## config.mk

```make
export PLATFORM = sky130hd
export DESIGN_NAME = pipelined_control_unit_flat
export DESIGN_NICKNAME = d
export VERILOG_FILES = /design/src/rtl/arm_ctrl_pkg.sv /design/src/rtl/pipelined_control_unit_if.sv /design/src/rtl/cond_unit.sv /design/src/rtl/pipelined_control_unit.sv /design/src/flat_wrapper.sv
export SDC_FILE = /design/constraint.sdc
export NUM_CORES = 1
export LEC_CHECK = 0
export CORE_UTILIZATION = 41
export CTS_CLUSTER_SIZE = 16
export DETAILED_ROUTE_END_ITERATION = 10
export HOLD_SLACK_MARGIN = 0.08
export MAX_ROUTING_LAYER = met4
export PLACE_DENSITY = 0.77
export SYNTH_ARGS = -nofsm -noshare
export SYNTH_HDL_FRONTEND = slang
export SYNTH_HIERARCHICAL = 1
export SYNTH_SLANG_ARGS = --single-unit
```

## constraint.sdc

```tcl
create_clock -name CLK -period 1.65 [get_ports CLK]
set_input_delay 0.165 -clock CLK [delete_from_list [all_inputs] [get_ports CLK]]
set_output_delay 0.165 -clock CLK [all_outputs]
set_load 0.05 [all_outputs]
```

## src/rtl/arm_ctrl_pkg.sv

```systemverilog
// Shared encodings for the pipelined ARM-subset control unit: condition codes, data-processing
// commands, op classes, extend/register-source selects and the E-stage control word.
package arm_ctrl_pkg;

  // Condition field values (INSTR[31:28])
  localparam logic [3:0] CondEq = 4'b0000;
  localparam logic [3:0] CondNe = 4'b0001;
  localparam logic [3:0] CondCs = 4'b0010;
  localparam logic [3:0] CondCc = 4'b0011;
  localparam logic [3:0] CondMi = 4'b0100;
  localparam logic [3:0] CondPl = 4'b0101;
  localparam logic [3:0] CondVs = 4'b0110;
  localparam logic [3:0] CondVc = 4'b0111;
  localparam logic [3:0] CondHi = 4'b1000;
  localparam logic [3:0] CondLs = 4'b1001;
  localparam logic [3:0] CondGe = 4'b1010;
  localparam logic [3:0] CondLt = 4'b1011;
  localparam logic [3:0] CondGt = 4'b1100;
  localparam logic [3:0] CondLe = 4'b1101;
  localparam logic [3:0] CondAl = 4'b1110;
  localparam logic [3:0] CondNv = 4'b1111;

  // Data-processing commands; the value doubles as the ALU control code
  localparam logic [3:0] CmdAnd = 4'b0000;
  localparam logic [3:0] CmdSub = 4'b0010;
  localparam logic [3:0] CmdAdd = 4'b0100;
  localparam logic [3:0] CmdCmp = 4'b1010;
  localparam logic [3:0] CmdOrr = 4'b1100;
  localparam logic [3:0] CmdMov = 4'b1101;

  // Instruction classes (INSTR[27:26])
  localparam logic [1:0] OpDp  = 2'b00;
  localparam logic [1:0] OpMem = 2'b01;
  localparam logic [1:0] OpBr  = 2'b10;

  // Extend unit select
  localparam logic [1:0] ImmSrcDp  = 2'b00;
  localparam logic [1:0] ImmSrcMem = 2'b01;
  localparam logic [1:0] ImmSrcBr  = 2'b10;

  // Register-address mux select: bit 1 reads Rd on port 2, bit 0 reads PC on port 1
  localparam logic [1:0] RegSrcNone = 2'b00;
  localparam logic [1:0] RegSrcPc   = 2'b01;
  localparam logic [1:0] RegSrcRd   = 2'b10;

  // INSTR[27:4] of BX Rm
  localparam logic [23:0] BxPattern = 24'h12FFF1;

  // Control word carried from D into E
  typedef struct packed {
    logic [3:0] cond;
    logic       reg_write;
    logic       mem_write;
    logic       memtoreg;
    logic       branch;
    logic [3:0] alu_ctrl;
    logic       alu_src;
    logic [1:0] flag_write;  // [1] = NZ, [0] = CV
  } ctrl_e_t;

  // Bubble: nothing written, condition AL so it behaves as a plain NOP
  localparam ctrl_e_t CtrlBubble = '{
    cond:       CondAl,
    reg_write:  1'b0,
    mem_write:  1'b0,
    memtoreg:   1'b0,
    branch:     1'b0,
    alu_ctrl:   4'b0000,
    alu_src:    1'b0,
    flag_write: 2'b00
  };

endpackage

```

## src/rtl/pipelined_control_unit_if.sv

```systemverilog
// Decode-side and pipeline-side control signals of the pipelined control unit.
interface pipelined_control_unit_if #(
  parameter int unsigned W      = 32,
  parameter int unsigned ALUC_W = 4
);

  logic [W-1:0]      INSTR_D;
  logic              FLUSH_E;
  logic              STALL_E;
  logic [3:0]        ALU_FLAGS_E;
  logic [1:0]        IMM_SRC_D;
  logic [1:0]        REG_SRC_D;
  logic              ILLEGAL_D;
  logic [ALUC_W-1:0] ALU_CTRL_E;
  logic              ALU_SRC_E;
  logic              BRANCH_TAKEN_E;
  logic              MEM_WRITE_M;
  logic              MEMTOREG_W;
  logic              REG_WRITE_W;
  logic              PC_SRC_W;
  logic [3:0]        FLAGS;

  // Fetch/hazard/datapath side
  modport master (
    output INSTR_D, FLUSH_E, STALL_E, ALU_FLAGS_E,
    input  IMM_SRC_D, REG_SRC_D, ILLEGAL_D, ALU_CTRL_E, ALU_SRC_E, BRANCH_TAKEN_E,
    input  MEM_WRITE_M, MEMTOREG_W, REG_WRITE_W, PC_SRC_W, FLAGS
  );

  // Control unit side
  modport slave (
    input  INSTR_D, FLUSH_E, STALL_E, ALU_FLAGS_E,
    output IMM_SRC_D, REG_SRC_D, ILLEGAL_D, ALU_CTRL_E, ALU_SRC_E, BRANCH_TAKEN_E,
    output MEM_WRITE_M, MEMTOREG_W, REG_WRITE_W, PC_SRC_W, FLAGS
  );

endinterface

```

## src/rtl/cond_unit.sv

```systemverilog
// ARM condition evaluation for the instruction in E plus the architectural NZCV register.
// NZ and CV have separate write enables so logical ops with S set leave C and V alone.
module cond_unit
  import arm_ctrl_pkg::*;
#(
  parameter logic [3:0] FLAG_RST = 4'b0000
) (
  input  logic       i_clk,
  input  logic       i_rst_n,
  input  logic       i_stall,
  input  logic [3:0] i_cond,
  input  logic [1:0] i_flag_write,
  input  logic [3:0] i_alu_flags,
  output logic       o_cond_ex,
  output logic [3:0] o_flags
);

  logic [3:0] r_flags;
  logic       w_n;
  logic       w_z;
  logic       w_c;
  logic       w_v;
  logic [1:0] w_flag_write_g;

  assign {w_n, w_z, w_c, w_v} = r_flags;

  // Evaluate the E-stage condition field against the current flags
  always_comb begin
    o_cond_ex = 1'b0;
    unique case (i_cond)
      CondEq:  o_cond_ex = w_z;
      CondNe:  o_cond_ex = ~w_z;
      CondCs:  o_cond_ex = w_c;
      CondCc:  o_cond_ex = ~w_c;
      CondMi:  o_cond_ex = w_n;
      CondPl:  o_cond_ex = ~w_n;
      CondVs:  o_cond_ex = w_v;
      CondVc:  o_cond_ex = ~w_v;
      CondHi:  o_cond_ex = w_c & ~w_z;
      CondLs:  o_cond_ex = ~w_c | w_z;
      CondGe:  o_cond_ex = (w_n == w_v);
      CondLt:  o_cond_ex = (w_n != w_v);
      CondGt:  o_cond_ex = ~w_z & (w_n == w_v);
      CondLe:  o_cond_ex = w_z | (w_n != w_v);
      CondAl:  o_cond_ex = 1'b1;
      CondNv:  o_cond_ex = 1'b0;
      default: o_cond_ex = 1'b0;
    endcase
  end

  assign w_flag_write_g = i_flag_write & {2{o_cond_ex}};

  // NZCV register: split enables, frozen while E is stalled
  always_ff @(posedge i_clk) begin
    if (!i_rst_n) begin
      r_flags <= FLAG_RST;
    end else if (!i_stall) begin
      if (w_flag_write_g[1]) r_flags[3:2] <= i_alu_flags[3:2];
      if (w_flag_write_g[0]) r_flags[1:0] <= i_alu_flags[1:0];
    end
  end

  assign o_flags = r_flags;

endmodule

```

## src/rtl/pipelined_control_unit.sv

```systemverilog
// Pipelined control unit for the 32-bit ARM-subset core: decodes in D and carries the control
// word through E, M and W with condition-code gating, NZCV flags, flush bubbles and
// illegal-encoding detection. Fields come from fixed bit positions, so W must be at least 32.
// BL's link register (R14) is selected in the datapath; here BL only asserts RegWrite.
module pipelined_control_unit
  import arm_ctrl_pkg::*;
#(
  parameter int unsigned W        = 32,
  parameter int unsigned ALUC_W   = 4,
  parameter bit          EN_BX    = 1'b1,
  parameter logic [3:0]  FLAG_RST = 4'b0000
) (
  input  logic                     CLK,
  input  logic                     RESET_N,
  pipelined_control_unit_if.slave  bus
);

  logic [31:0] w_instr;
  logic [3:0]  w_cond;
  logic [1:0]  w_op;
  logic [5:0]  w_funct;
  logic [3:0]  w_cmd;
  logic        w_s;
  logic        w_cmd_ok;
  logic        w_is_bx;
  logic        w_unused;

  ctrl_e_t     w_ctrl_d;
  logic [1:0]  w_imm_src;
  logic [1:0]  w_reg_src;
  logic        w_illegal;

  ctrl_e_t     r_ctrl_e;
  logic        w_cond_ex;
  logic        w_reg_write_g;
  logic        w_mem_write_g;
  logic        w_branch_g;

  logic        r_reg_write_m;
  logic        r_mem_write_m;
  logic        r_memtoreg_m;
  logic        r_pc_src_m;
  logic        r_reg_write_w;
  logic        r_memtoreg_w;
  logic        r_pc_src_w;

  assign w_instr  = bus.INSTR_D[31:0];
  assign w_cond   = w_instr[31:28];
  assign w_op     = w_instr[27:26];
  assign w_funct  = w_instr[25:20];
  assign w_cmd    = w_funct[4:1];
  assign w_s      = w_funct[0];
  assign w_is_bx  = EN_BX && (w_instr[27:4] == BxPattern);
  // Low nibble (BX Rm / shift operand) and any bits above 31 are datapath concerns
  assign w_unused = ^bus.INSTR_D;

  // CMP without S is not a real encoding in this subset
  assign w_cmd_ok = (w_cmd == CmdAnd) || (w_cmd == CmdSub) || (w_cmd == CmdAdd) ||
                    (w_cmd == CmdOrr) || (w_cmd == CmdMov) || ((w_cmd == CmdCmp) && w_s);

  // D-stage decode; anything unrecognised leaves the bubble word and raises ILLEGAL_D
  always_comb begin
    w_ctrl_d  = CtrlBubble;
    w_imm_src = ImmSrcDp;
    w_reg_src = RegSrcNone;
    w_illegal = 1'b0;
    if (w_is_bx) begin
      w_ctrl_d.cond     = w_cond;
      w_ctrl_d.branch   = 1'b1;
      w_ctrl_d.alu_ctrl = CmdMov;
    end else begin
      unique case (w_op)
        OpDp: begin
          if (w_cmd_ok) begin
            w_ctrl_d.cond          = w_cond;
            w_ctrl_d.reg_write     = (w_cmd != CmdCmp);
            w_ctrl_d.alu_ctrl      = w_cmd;
            w_ctrl_d.alu_src       = w_funct[5];
            w_ctrl_d.flag_write[1] = w_s;
            w_ctrl_d.flag_write[0] = w_s && ((w_cmd == CmdAdd) || (w_cmd == CmdSub) ||
                                             (w_cmd == CmdCmp));
            w_reg_src              = (w_cmd == CmdCmp) ? RegSrcRd : RegSrcNone;
          end else begin
            w_illegal = 1'b1;
          end
        end
        OpMem: begin
          if (!w_funct[5]) begin
            w_ctrl_d.cond     = w_cond;
            w_ctrl_d.alu_ctrl = CmdAdd;
            w_ctrl_d.alu_src  = 1'b1;
            w_imm_src         = ImmSrcMem;
            if (w_funct[0]) begin
              w_ctrl_d.reg_write = 1'b1;
              w_ctrl_d.memtoreg  = 1'b1;
            end else begin
              w_ctrl_d.mem_write = 1'b1;
              w_reg_src          = RegSrcRd;
            end
          end else begin
            w_illegal = 1'b1;
          end
        end
        OpBr: begin
          w_ctrl_d.cond      = w_cond;
          w_ctrl_d.branch    = 1'b1;
          w_ctrl_d.alu_ctrl  = CmdAdd;
          w_ctrl_d.alu_src   = 1'b1;
          w_ctrl_d.reg_write = w_funct[4];  // BL
          w_imm_src          = ImmSrcBr;
          w_reg_src          = RegSrcPc;
        end
        default: begin
          w_illegal = 1'b1;
        end
      endcase
    end
  end

  assign bus.IMM_SRC_D = w_imm_src;
  assign bus.REG_SRC_D = w_reg_src;
  assign bus.ILLEGAL_D = w_illegal;

  // D->E register: stall holds, flush or reset injects a bubble
  always_ff @(posedge CLK) begin
    if (!RESET_N) begin
      r_ctrl_e <= CtrlBubble;
    end else if (!bus.STALL_E) begin
      r_ctrl_e <= bus.FLUSH_E ? CtrlBubble : w_ctrl_d;
    end
  end

  cond_unit #(
    .FLAG_RST (FLAG_RST)
  ) u_cond_unit (
    .i_clk        (CLK),
    .i_rst_n      (RESET_N),
    .i_stall      (bus.STALL_E),
    .i_cond       (r_ctrl_e.cond),
    .i_flag_write (r_ctrl_e.flag_write),
    .i_alu_flags  (bus.ALU_FLAGS_E),
    .o_cond_ex    (w_cond_ex),
    .o_flags      (bus.FLAGS)
  );

  assign w_reg_write_g = r_ctrl_e.reg_write & w_cond_ex;
  assign w_mem_write_g = r_ctrl_e.mem_write & w_cond_ex;
  assign w_branch_g    = r_ctrl_e.branch & w_cond_ex;

  assign bus.ALU_CTRL_E     = ALUC_W'(r_ctrl_e.alu_ctrl);
  assign bus.ALU_SRC_E      = r_ctrl_e.alu_src;
  assign bus.BRANCH_TAKEN_E = w_branch_g;

  // E->M register carries already-gated enables
  always_ff @(posedge CLK) begin
    if (!RESET_N) begin
      r_reg_write_m <= 1'b0;
      r_mem_write_m <= 1'b0;
      r_memtoreg_m  <= 1'b0;
      r_pc_src_m    <= 1'b0;
    end else if (!bus.STALL_E) begin
      r_reg_write_m <= w_reg_write_g;
      r_mem_write_m <= w_mem_write_g;
      r_memtoreg_m  <= r_ctrl_e.memtoreg;
      r_pc_src_m    <= w_branch_g;
    end
  end

  // M->W register
  always_ff @(posedge CLK) begin
    if (!RESET_N) begin
      r_reg_write_w <= 1'b0;
      r_memtoreg_w  <= 1'b0;
      r_pc_src_w    <= 1'b0;
    end else if (!bus.STALL_E) begin
      r_reg_write_w <= r_reg_write_m;
      r_memtoreg_w  <= r_memtoreg_m;
      r_pc_src_w    <= r_pc_src_m;
    end
  end

  assign bus.MEM_WRITE_M = r_mem_write_m;
  assign bus.MEMTOREG_W  = r_memtoreg_w;
  assign bus.REG_WRITE_W = r_reg_write_w;
  assign bus.PC_SRC_W    = r_pc_src_w;

endmodule

```

## src/flat_wrapper.sv

```systemverilog
// flat-port wrapper written by rule: the top's interface ports become plain ports
module pipelined_control_unit_flat import arm_ctrl_pkg::*;
#(
  parameter int unsigned W        = 32,
  parameter int unsigned ALUC_W   = 4,
  parameter bit          EN_BX    = 1'b1,
  parameter logic [3:0]  FLAG_RST = 4'b0000
)
  (CLK, RESET_N, bus_INSTR_D, bus_FLUSH_E, bus_STALL_E, bus_ALU_FLAGS_E, bus_IMM_SRC_D, bus_REG_SRC_D, bus_ILLEGAL_D, bus_ALU_CTRL_E, bus_ALU_SRC_E, bus_BRANCH_TAKEN_E, bus_MEM_WRITE_M, bus_MEMTOREG_W, bus_REG_WRITE_W, bus_PC_SRC_W, bus_FLAGS);
  pipelined_control_unit_if #(.W(W), .ALUC_W(ALUC_W)) bus_i ();
  input  logic CLK;
  input  logic RESET_N;
  input wire logic [$bits(bus_i.INSTR_D)-1:0] bus_INSTR_D;
  input wire logic [$bits(bus_i.FLUSH_E)-1:0] bus_FLUSH_E;
  input wire logic [$bits(bus_i.STALL_E)-1:0] bus_STALL_E;
  input wire logic [$bits(bus_i.ALU_FLAGS_E)-1:0] bus_ALU_FLAGS_E;
  output wire logic [$bits(bus_i.IMM_SRC_D)-1:0] bus_IMM_SRC_D;
  output wire logic [$bits(bus_i.REG_SRC_D)-1:0] bus_REG_SRC_D;
  output wire logic [$bits(bus_i.ILLEGAL_D)-1:0] bus_ILLEGAL_D;
  output wire logic [$bits(bus_i.ALU_CTRL_E)-1:0] bus_ALU_CTRL_E;
  output wire logic [$bits(bus_i.ALU_SRC_E)-1:0] bus_ALU_SRC_E;
  output wire logic [$bits(bus_i.BRANCH_TAKEN_E)-1:0] bus_BRANCH_TAKEN_E;
  output wire logic [$bits(bus_i.MEM_WRITE_M)-1:0] bus_MEM_WRITE_M;
  output wire logic [$bits(bus_i.MEMTOREG_W)-1:0] bus_MEMTOREG_W;
  output wire logic [$bits(bus_i.REG_WRITE_W)-1:0] bus_REG_WRITE_W;
  output wire logic [$bits(bus_i.PC_SRC_W)-1:0] bus_PC_SRC_W;
  output wire logic [$bits(bus_i.FLAGS)-1:0] bus_FLAGS;
  assign bus_i.INSTR_D = bus_INSTR_D;
  assign bus_i.FLUSH_E = bus_FLUSH_E;
  assign bus_i.STALL_E = bus_STALL_E;
  assign bus_i.ALU_FLAGS_E = bus_ALU_FLAGS_E;
  assign bus_IMM_SRC_D = bus_i.IMM_SRC_D;
  assign bus_REG_SRC_D = bus_i.REG_SRC_D;
  assign bus_ILLEGAL_D = bus_i.ILLEGAL_D;
  assign bus_ALU_CTRL_E = bus_i.ALU_CTRL_E;
  assign bus_ALU_SRC_E = bus_i.ALU_SRC_E;
  assign bus_BRANCH_TAKEN_E = bus_i.BRANCH_TAKEN_E;
  assign bus_MEM_WRITE_M = bus_i.MEM_WRITE_M;
  assign bus_MEMTOREG_W = bus_i.MEMTOREG_W;
  assign bus_REG_WRITE_W = bus_i.REG_WRITE_W;
  assign bus_PC_SRC_W = bus_i.PC_SRC_W;
  assign bus_FLAGS = bus_i.FLAGS;
  pipelined_control_unit #(.W(W), .ALUC_W(ALUC_W), .EN_BX(EN_BX), .FLAG_RST(FLAG_RST)) u_core (.CLK(CLK), .RESET_N(RESET_N), .bus(bus_i));
endmodule
```

# Yosys cells after proc, flatten, opt, wreduce, memory -nomap -nowiden
# Cells that the tools add are included.
# totals
elab_cells	100
ff_bits	26
in_bits	40
out_inout_bits	19
# classes
n_reduce_logical	14
muxes	30
bitwise	13
n_eq_ne	26
# ops
operator	count
equality test 4 bit, second input constant	11
case mux 5 bit (3 select lines)	2
equality test 24 x 21 -> 1 bit, second input constant	1
equality test 4 x 3 -> 1 bit, second input constant	5
2-to-1 mux 2 bit	8
case mux 1 bit (16 select lines)	1
2-to-1 mux 15 bit	1
2-to-1 mux 7 bit	2
equality test 4 x 2 -> 1 bit, second input constant	3
2-to-1 mux 5 bit	2
zero test 4 bit	2
2-to-1 mux 4 bit	2
logical OR 1 bit	7
2-to-1 mux 1 bit	7
2-to-1 mux 3 bit	2
case mux 2 bit (3 select lines)	1
AND 1 bit	5
inverter 1 bit	5
equality test 4 x 1 -> 1 bit, second input constant	1
inequality test 4 bit, second input constant	1
case mux 2 bit (2 select lines)	1
AND reduction 2 bit	2
case mux 1 bit (3 select lines)	1
AND 2 bit	1
other kinds (7)	9

# Logic depth before layout (Yosys ltp)
# Gate-level depths: netlist of the first run.
# logic_depth
ltp_word	10
ltp_mapped	10
mapped_depth_nobuf	9

# Cells and area by module
# The synthesis of the first run kept the hierarchy.
# modules_own_cells
mod	seq_area_each_um2	cells_per_inst	n_inst	area_per_inst_um2
pipelined_control_unit	440.4	150	1	1275.0
cond_unit	80.1	55	1	409.1

# Worst setup path after synthesis of the first run
# OpenSTA, ideal clock, no wires.
# synth_timing
path_type	register to register
from	register u_core.u_cond_unit.r_flags[0] (netlist: u_core/u_cond_unit/o_flags[0])
to	register u_core.r_pc_src_m
synth_period_minus_slack_ns	2.292
setup_slack_ns	-0.642
arrival_time_ns	2.222
n_path_buf	1
setup_time_ns	0.070
t_required_ns	1.580
path_stages_with_launch	10
cell_sequence	dfxtp_1 buf_6 inv_1 o22ai_1 a22oi_1 o311a_2 nand2_1 and2_1 nand2b_1 a21oi_1
# synth_via
elab_chain_len	4
elab_cells_between_ends	7
classes_between	eq/ne (2); mux (1); bitwise (4)
# synth_lines
element	line_no	text
start: declaration	cond_unit.sv:18	logic [3:0] r_flags;
start signal: assignment	cond_unit.sv:59	if (w_flag_write_g[0]) r_flags[1:0] <= i_alu_flags[1:0];
inequality test 1 bit / equality test 1 bit (equally long branches)	n/a	
OR 1 bit / AND 1 bit (equally long branches)	cond_unit.sv:44, cond_unit.sv:43	
case mux 1 bit (16 select lines) *	cond_unit.sv:30	unique case (i_cond)
named net u_core.w_cond_ex	pipelined_control_unit.sv:34	logic w_cond_ex;
AND 1 bit *	pipelined_control_unit.sv:148	assign w_branch_g = r_ctrl_e.branch & w_cond_ex;
named net bus_BRANCH_TAKEN_E	flat_wrapper.sv:22	output wire logic [$bits(bus_i.BRANCH_TAKEN_E)-1:0] bus_BRANCH_TAKEN_E;
end signal: assignment	pipelined_control_unit.sv:165	r_pc_src_m <= w_branch_g;
end: declaration	pipelined_control_unit.sv:42	logic r_pc_src_m;
# Mark *: on every way through the listed nets, which the timed path passes. The rest lies on a longest branch.
# A chain may end at the register's enable or synchronous reset.

# Final worst setup path of the first run
# layout_timing
from	register u_core/r_ctrl_e[12] (netlist bit)
to	output bus_BRANCH_TAKEN_E
# layout_via
elab_chain_len	3
elab_cells_between_ends	18
classes_between	eq/ne (15); mux (1); bitwise (1); reduce/logical (1)
# layout_lines
element	line_no	text
start: declaration	pipelined_control_unit.sv:33	ctrl_e_t r_ctrl_e;
start signal: assignment	pipelined_control_unit.sv:127	r_ctrl_e <= CtrlBubble;
start signal: assignment	pipelined_control_unit.sv:129	r_ctrl_e <= bus.FLUSH_E ? CtrlBubble : w_ctrl_d;
equality test 4 bit, or another cell as far along	cond_unit.sv:30	
case mux 1 bit (16 select lines) *	cond_unit.sv:30	
named net u_core.w_cond_ex	pipelined_control_unit.sv:34	
AND 1 bit *	pipelined_control_unit.sv:148	
end: declaration	flat_wrapper.sv:22	
# Marked as above.

==> results of run 1 <==
==> worst min-delay path, cell delays in order <==
cell	delay (ns)
clkbuf_2	0.14
buf_4	0.16
nand3_1	0.05
o21ai_0	0.07
==> power by group <==
part / switching [mW] / internal, mW / total [mW] / leakage, nW
Combinational: 0.198 / 0.212 / 0.410 / 0.945
Sequential: 0.00847 / 0.631 / 0.640 / 0.212
Clock: 0.208 / 0.264 / 0.472 / 0.0339
Total: 0.415 / 1.11 / 1.52 / 1.19
==> final cells by class <==
type	instances	area, um^2	share of cell area (%)
clock buffers	4	66.3	2.37
inverters	7	26.3	0.939
multi-input cells	157	1200	42.9
flip-flops and latches	26	536	19.1
well taps	48	60.1	2.15
repair buffers	102	908	32.5
==> timing repair <==
item	in CTS	in global routing
setup endpoints to repair	15	11
pin swaps	9	19
setup buffers	5	4
resized for setup	31	31
hold buffers	0	0
==> layer usage <==
| metal | vias to the layer above | wire, um |
|---|---|---|
| met1 | 915 | 2140 |
| met2 | 95 | 2820 |
| met5 | - | 0 |
| met4 | 0 | 122 |
| li1 | 925 | - |
| met3 | 14 | 346 |
==> logic make-up (layout without fill, tap and decap cells) <==
| family | count (synthesis) | count (layout) |
|---|---|---|
| simple gates | 93 | 93 |
| compound gates | 48 | 48 |
| flops | 26 | 26 |
| buf+inv | 22 | 113 |
| mux | 9 | 9 |
| fa+ha+maj | 5 | 5 |
| xor+xnor | 2 | 2 |
==> metrics by stage <==
step	TNS [ns]	instance area [um^2]	hold slack (ns)
5_1_grt	-1.90	2800	0.388
2_1_floorplan	-0.310	1710	0.297
3_5_place_dp	-4.51	2520	0.457
4_1_cts	-1.05	2700	0.428
6_report	-1.36	2800	0.360
3_3_place_gp	-3.86	2520	0.454
==> path summary, 6_finish.rpt <==
path	from	to	slack, ns	depth (start not counted)
max	u_core/r_ctrl_e[12]	bus_BRANCH_TAKEN_E	-0.41	6
max reg2reg	u_core/r_ctrl_e[12]	u_core/bus.MEM_WRITE_M	-0.18	9
min	bus_INSTR_D[22]	u_core/bus.ALU_CTRL_E[1]	0.36	4
min reg2reg	u_core/r_ctrl_e[9]	u_core/r_ctrl_e[9]	0.47	2
==> synth_stat cells (all sizes together), types with 2 or more instances <==
cell type and number:
buf 11, nand4 4, inv 7, and4bb 2, dfxtp 26, or2b 2
nor2 24, o22ai 3, a21oi 14, nor3b 3, o21a 2, or3 3
clkbuf 4, nand2b 4, nor2b 7, and4 2, or3b 2, nor3 2
o211ai 2, o21ai 5, xnor2 2, mux2i 9, a32oi 3, nand2 25
a32o 5, and2 3, a221oi 2, nand3 5, ha 5
==> results by group, run 1 <==
Status
  – Run status: finished, violations left
  – Failing checks: negative setup slack

Finish
  – Most common cell after layout, fill and taps aside: buf_4
  – Final Net Count: 342
  – Finished Layout Cells: 344
  – Reg with most FFs: u_core/r_ctrl_e
  – Most frequent cells in the layout: buf_4 (57), nand2_1 (23), clkdlybuf4s50_1 (22)
  – Final Util: 73.6%
  – Max FFs per register: 10
  – Synthesis-to-layout area growth: 66.1%
  – Fraction of layout cells with a size suffix above 1: 39.5%
  – Diode count: 0
  – Fillers: 282

Synthesis
  – Synth area leader: dfxtp_1
  – Yosys top cell area share: 30.9%
  – Top cells by area, synth: dfxtp_1 (31%), nand2_1 (5.6%), mux2i_1 (5.3%), nor2_1 (5.3%), ha_1 (3.7%)
  – Synth Net Count: 250
  – Synth async-reset ratio: 0%
  – Post-synth EDFFs: 0
  – Mean Syn Cell Area: 8.22 um^2
  – Main combinational cell family by area after synthesis: simple AND/OR/NAND/NOR gates
  – Post-Syn Instances: 205
  – Adder-cell share of the synthesized area: 3.71%
  – Netlist cell types: 56
  – Main synth FF type: dfxtp_1
  – Sequential share of the synthesized area: 30.9%
  – Synth Area in Simple Gates: 30.1%
  – Synth Cell Area: 0.00168 mm^2
  – Synth warn: 6
  – Xor/xnor share of the synthesized area: 1.04%
  – Compound-cell area share of the yosys netlist: 21.5%
  – Mux contribution to synthesized area: 5.35%
  – Seq cells post-synth: 26

Floorplanning
  – Row cnt: 22
  – Die ar.: 0.00437 mm^2
  – Initial Utilization: 44.3%
  – Die width: 66.1 um
  – IO Pins: 59
  – Die Ht: 66.1 um
  – Core area: 0.00380 mm^2

Setup path
  – Slowest stage cell, crit path: dfxtp_4
  – Worst path top cell family by delay: compound AO/OA/AOI/OAI gates
  – Critical Path Fanout Max: 8
  – CP arrival: 1.89 ns
  – Delay of the slowest critical-path stage: 0.40 ns
  – Crit path kind: register to output port
  – CP bufs+invs: 1
  – CP required: 1.48 ns
  – Kind of end point of the critical path: output port
  – CP Cell Sequence: and4bb_2, o311ai_2, o311a_4, nand2_4, and2_4, buf_12
  – CP startpoint kind: register

Power and ir drop
  – Pleak: 1.19 nW
  – Max rail drop VDD: 0.629 mV
  – Power, Total: 1.52 mW
  – PD cells: 544 mW/mm^2

Global routing
  – GRT met1 Usage: 29.1%
  – Met2 Use GR: 45.0%
  – Initial antenna violation count: 0
  – Vias in the first global route: 1864
  – Most Crowded Layer GR: met2
  – GRT Resource Usage Total: 25.3%
  – Gr ovfl total: 0
  – Largest net degree at the start of global routing: 21
  – First-pass GRT wire length: 8310 um
  – M3 GR Usage: 4.83%

Clocking
  – Number of H-tree levels: 1
  – Clk slew on worst S/H paths: 0.09 ns
  – Worst skew pair latency: 0.28 ns
  – CTS tree: done
  – Clk sinks: 26
  – Num CTS Buffers: 3
  – Clock root cell: clkbuf_8
  – Clock Tree Buf Depth: 2

STA
  – RSZ-0062 raised after global routing: yes
  – Fmax: 486 MHz
  – Final period util: 125%
  – Fin. Hold Viols: 0
  – Minimum clock period: 2.06 ns
  – Layout Skew: 0.00694 ns
  – Normalized max-slew margin: 71.7%
  – Max Slew Vio Count: 0
  – Worst setup margin: -0.406 ns
  – Worst slew pin tran: 0.424 ns
  – Final setup vio count: 8

Job
  – Max-cap violations: 0

Routing
  – Initial DRC Count: 141
  – Initial DRT Pass Iterations: 4
  – Residual DRC: 0
  – Routed vias: 1949
  – DR vias/cell: 5.67
  – Routed Antenna Nets: 0
  – Drt wl/cell: 15.8 um
  – WL final: 5430 um

Placed design
  – Pre-CTS worst setup slack: -0.351 ns
  – Number of port buffers: 54
  – Final GP Congestion: 0.899
  – Placed insts: 334
  – Detailed placement HPWL: 3580 um

Min path
  – Worst Hold Class: input port to register
Power figures use the tool's default switching activity.
==> run 2: changes to the inputs <==
--- a/config.mk
+++ b/config.mk
@@ -6,11 +6,12 @@
 export NUM_CORES = 1
 export LEC_CHECK = 0
 export CORE_UTILIZATION = 41
+export CTS_CLUSTER_DIAMETER = 150
 export CTS_CLUSTER_SIZE = 16
 export DETAILED_ROUTE_END_ITERATION = 10
 export HOLD_SLACK_MARGIN = 0.08
 export MAX_ROUTING_LAYER = met4
-export PLACE_DENSITY = 0.77
+export PLACE_DENSITY_LB_ADDON = 0.12
 export SYNTH_ARGS = -nofsm -noshare
 export SYNTH_HDL_FRONTEND = slang
 export SYNTH_HIERARCHICAL = 1
==> run 2 against run 1 <==
Compared with the run above: the flow still finishes with violations (negative setup slack); combinational power is 4% higher; largest cell class unchanged; global-route usage decreased by 0.44 points; core utilization grew 2.9 points.
==> results by group, run 2 (synthesized netlist as in run 1, its figures left out) <==
Status
  – Run status: finished, violations left
  – Failing checks: negative setup slack

STA
  – Minimum clock period: 2.00 ns
  – Worst slew pin tran: 0.408 ns
  – Max Slew Vio Count: 0
  – Final period util: 121%
  – Fmax: 499 MHz
  – Fin. Hold Viols: 0
  – Layout Skew: 0.00309 ns
  – RSZ-0062 raised after global routing: yes
  – Final setup vio count: 8
  – Worst setup margin: -0.354 ns
  – Normalized max-slew margin: 72.8%

Clocking
  – Num CTS Buffers: 3
  – Clk sinks: 26
  – Number of H-tree levels: 1
  – Clk slew on worst S/H paths: 0.09 ns
  – Worst skew pair latency: 0.27 ns
  – Clock Tree Buf Depth: 2
  – CTS tree: done
  – Clock root cell: clkbuf_8

Floorplanning
  – Die width: 66.1 um
  – IO Pins: 59
  – Row cnt: 22
  – Initial Utilization: 44.3%
  – Die ar.: 0.00437 mm^2
  – Core area: 0.00380 mm^2
  – Die Ht: 66.1 um

Power and ir drop
  – PD cells: 525 mW/mm^2
  – Max rail drop VDD: 0.443 mV
  – Power, Total: 1.53 mW
  – Pleak: 1.23 nW

Global routing
  – First-pass GRT wire length: 8270 um
  – Vias in the first global route: 1856
  – Gr ovfl total: 0
  – Initial antenna violation count: 0
  – Largest net degree at the start of global routing: 17
  – GRT Resource Usage Total: 24.9%

Routing
  – DR vias/cell: 5.34
  – Initial DRC Count: 85
  – Routed vias: 1875
  – Routed Antenna Nets: 0
  – Drt wl/cell: 14.3 um
  – WL final: 5010 um
  – Initial DRT Pass Iterations: 4
  – Residual DRC: 0

Placed design
  – Number of port buffers: 54
  – Final GP Congestion: 0.895
  – Detailed placement HPWL: 3620 um

Finish
  – Diode count: 0
  – Most common cell after layout, fill and taps aside: buf_4
  – Most frequent cells in the layout: buf_4 (64), clkdlybuf4s50_1 (25), nand2_1 (24)
  – Max FFs per register: 10
  – Fillers: 273
  – Final Net Count: 349
  – Synthesis-to-layout area growth: 72.6%
  – Sequential Area: 538 um^2
  – Multi-input logic area: 0.00125 mm^2
  – Reg with most FFs: u_core/r_ctrl_e
  – Final Util: 76.5%
  – Fraction of layout cells with a size suffix above 1: 41.3%

Job
  – Max-cap violations: 0

Min path
  – Worst Hold Class: input port to register
  – Hold path startpoint: bus_INSTR_D[22]

Setup path
  – CP required: 1.48 ns
  – Kind of end point of the critical path: output port
  – CP Cell Sequence: buf_6, nand3b_1, a21oi_4, o311ai_4, o311a_4, nand2_4, and2_4, buf_12
  – R2R Path Start: u_core/r_ctrl_e[11]
  – Worst Setup SP: u_core/r_ctrl_e[11]
  – CP arrival: 1.84 ns
  – CP startpoint kind: register
  – Slowest stage cell, crit path: dfxtp_2
  – Crit path kind: register to output port
  – Delay of the slowest critical-path stage: 0.35 ns
  – Critical Path Fanout Max: 4
-- run 2: cell count changes in the layout (fill, tap and decap cells not counted), sizes merged --
cell	before	now
dlygate4sd2	5	6
dlymetal6s2s	5	3
clkdlybuf4s50	22	25
buf	67	74
clkbuf	7	5
-- run 2: per-stage QoR --
stage	hold WS [ns]	cells	TNS, ns	setup WS (ns)	instance area [um^2]
6_report	0.352	351	-1.45	-0.354	2910
5_1_grt	0.366	351	-2.01	-0.394	2910
4_1_cts	0.439	347	-0.948	-0.332	2750
3_5_place_dp	0.466	338	-4.36	-0.354	2550
3_3_place_gp	0.456	338	-3.97	-0.332	2550
2_1_floorplan	0.297	205	-0.310	-0.138	1710
-- run 2: where the power goes --
part           internal, mW  switching, mW  leakage, nW
Sequential            0.630        0.00773        0.212
Clock                 0.264          0.199       0.0339
Combinational         0.229          0.199        0.982
Total                  1.12          0.405         1.23
-- run 2: worst paths after layout --
kind,endpoint,slack (ns),cells after the start
setup / recovery,bus_BRANCH_TAKEN_E,-0.35,8
hold / removal,u_core/bus.ALU_CTRL_E[1],0.35,4
setup reg to reg,u_core/r_reg_write_m,-0.24,12
hold reg to reg,u_core/r_pc_src_m,0.49,2
-- run 2: area by class of cell --
type                    count  area share, %
multi-input cells         157           43.0
repair buffers            109           33.2
flip-flops and latches     26           18.5
clock buffers               4           2.28
well taps                  48           2.07
inverters                   7          0.904
-- run 2: what timing repair did --
action	4_1_cts	5_1_grt
hold buffers	0	0
resized for setup	33	29
buffers inserted	5	5
pin swaps	11	13
setup endpoints to repair	14	12
-- run 2: per-layer routing --
layer	GRT usage [%]	vias to the layer above	routed length (um)
met4	5.59	0	34
met5	-	-	0
met1	31.3	879	2240
li1	-	936	-
met3	3.45	4	258
met2	42.2	56	2480
-- run 2: worst max-delay path: cells and delay by family, from the launching register on --
kind / cells / cell delay (ns)
and+or+nand+nor: 3 / 0.33
AOI/OAI and AO/OA: 3 / 0.63
buffers and inverters: 2 / 0.26
DFF: 1 / 0.35
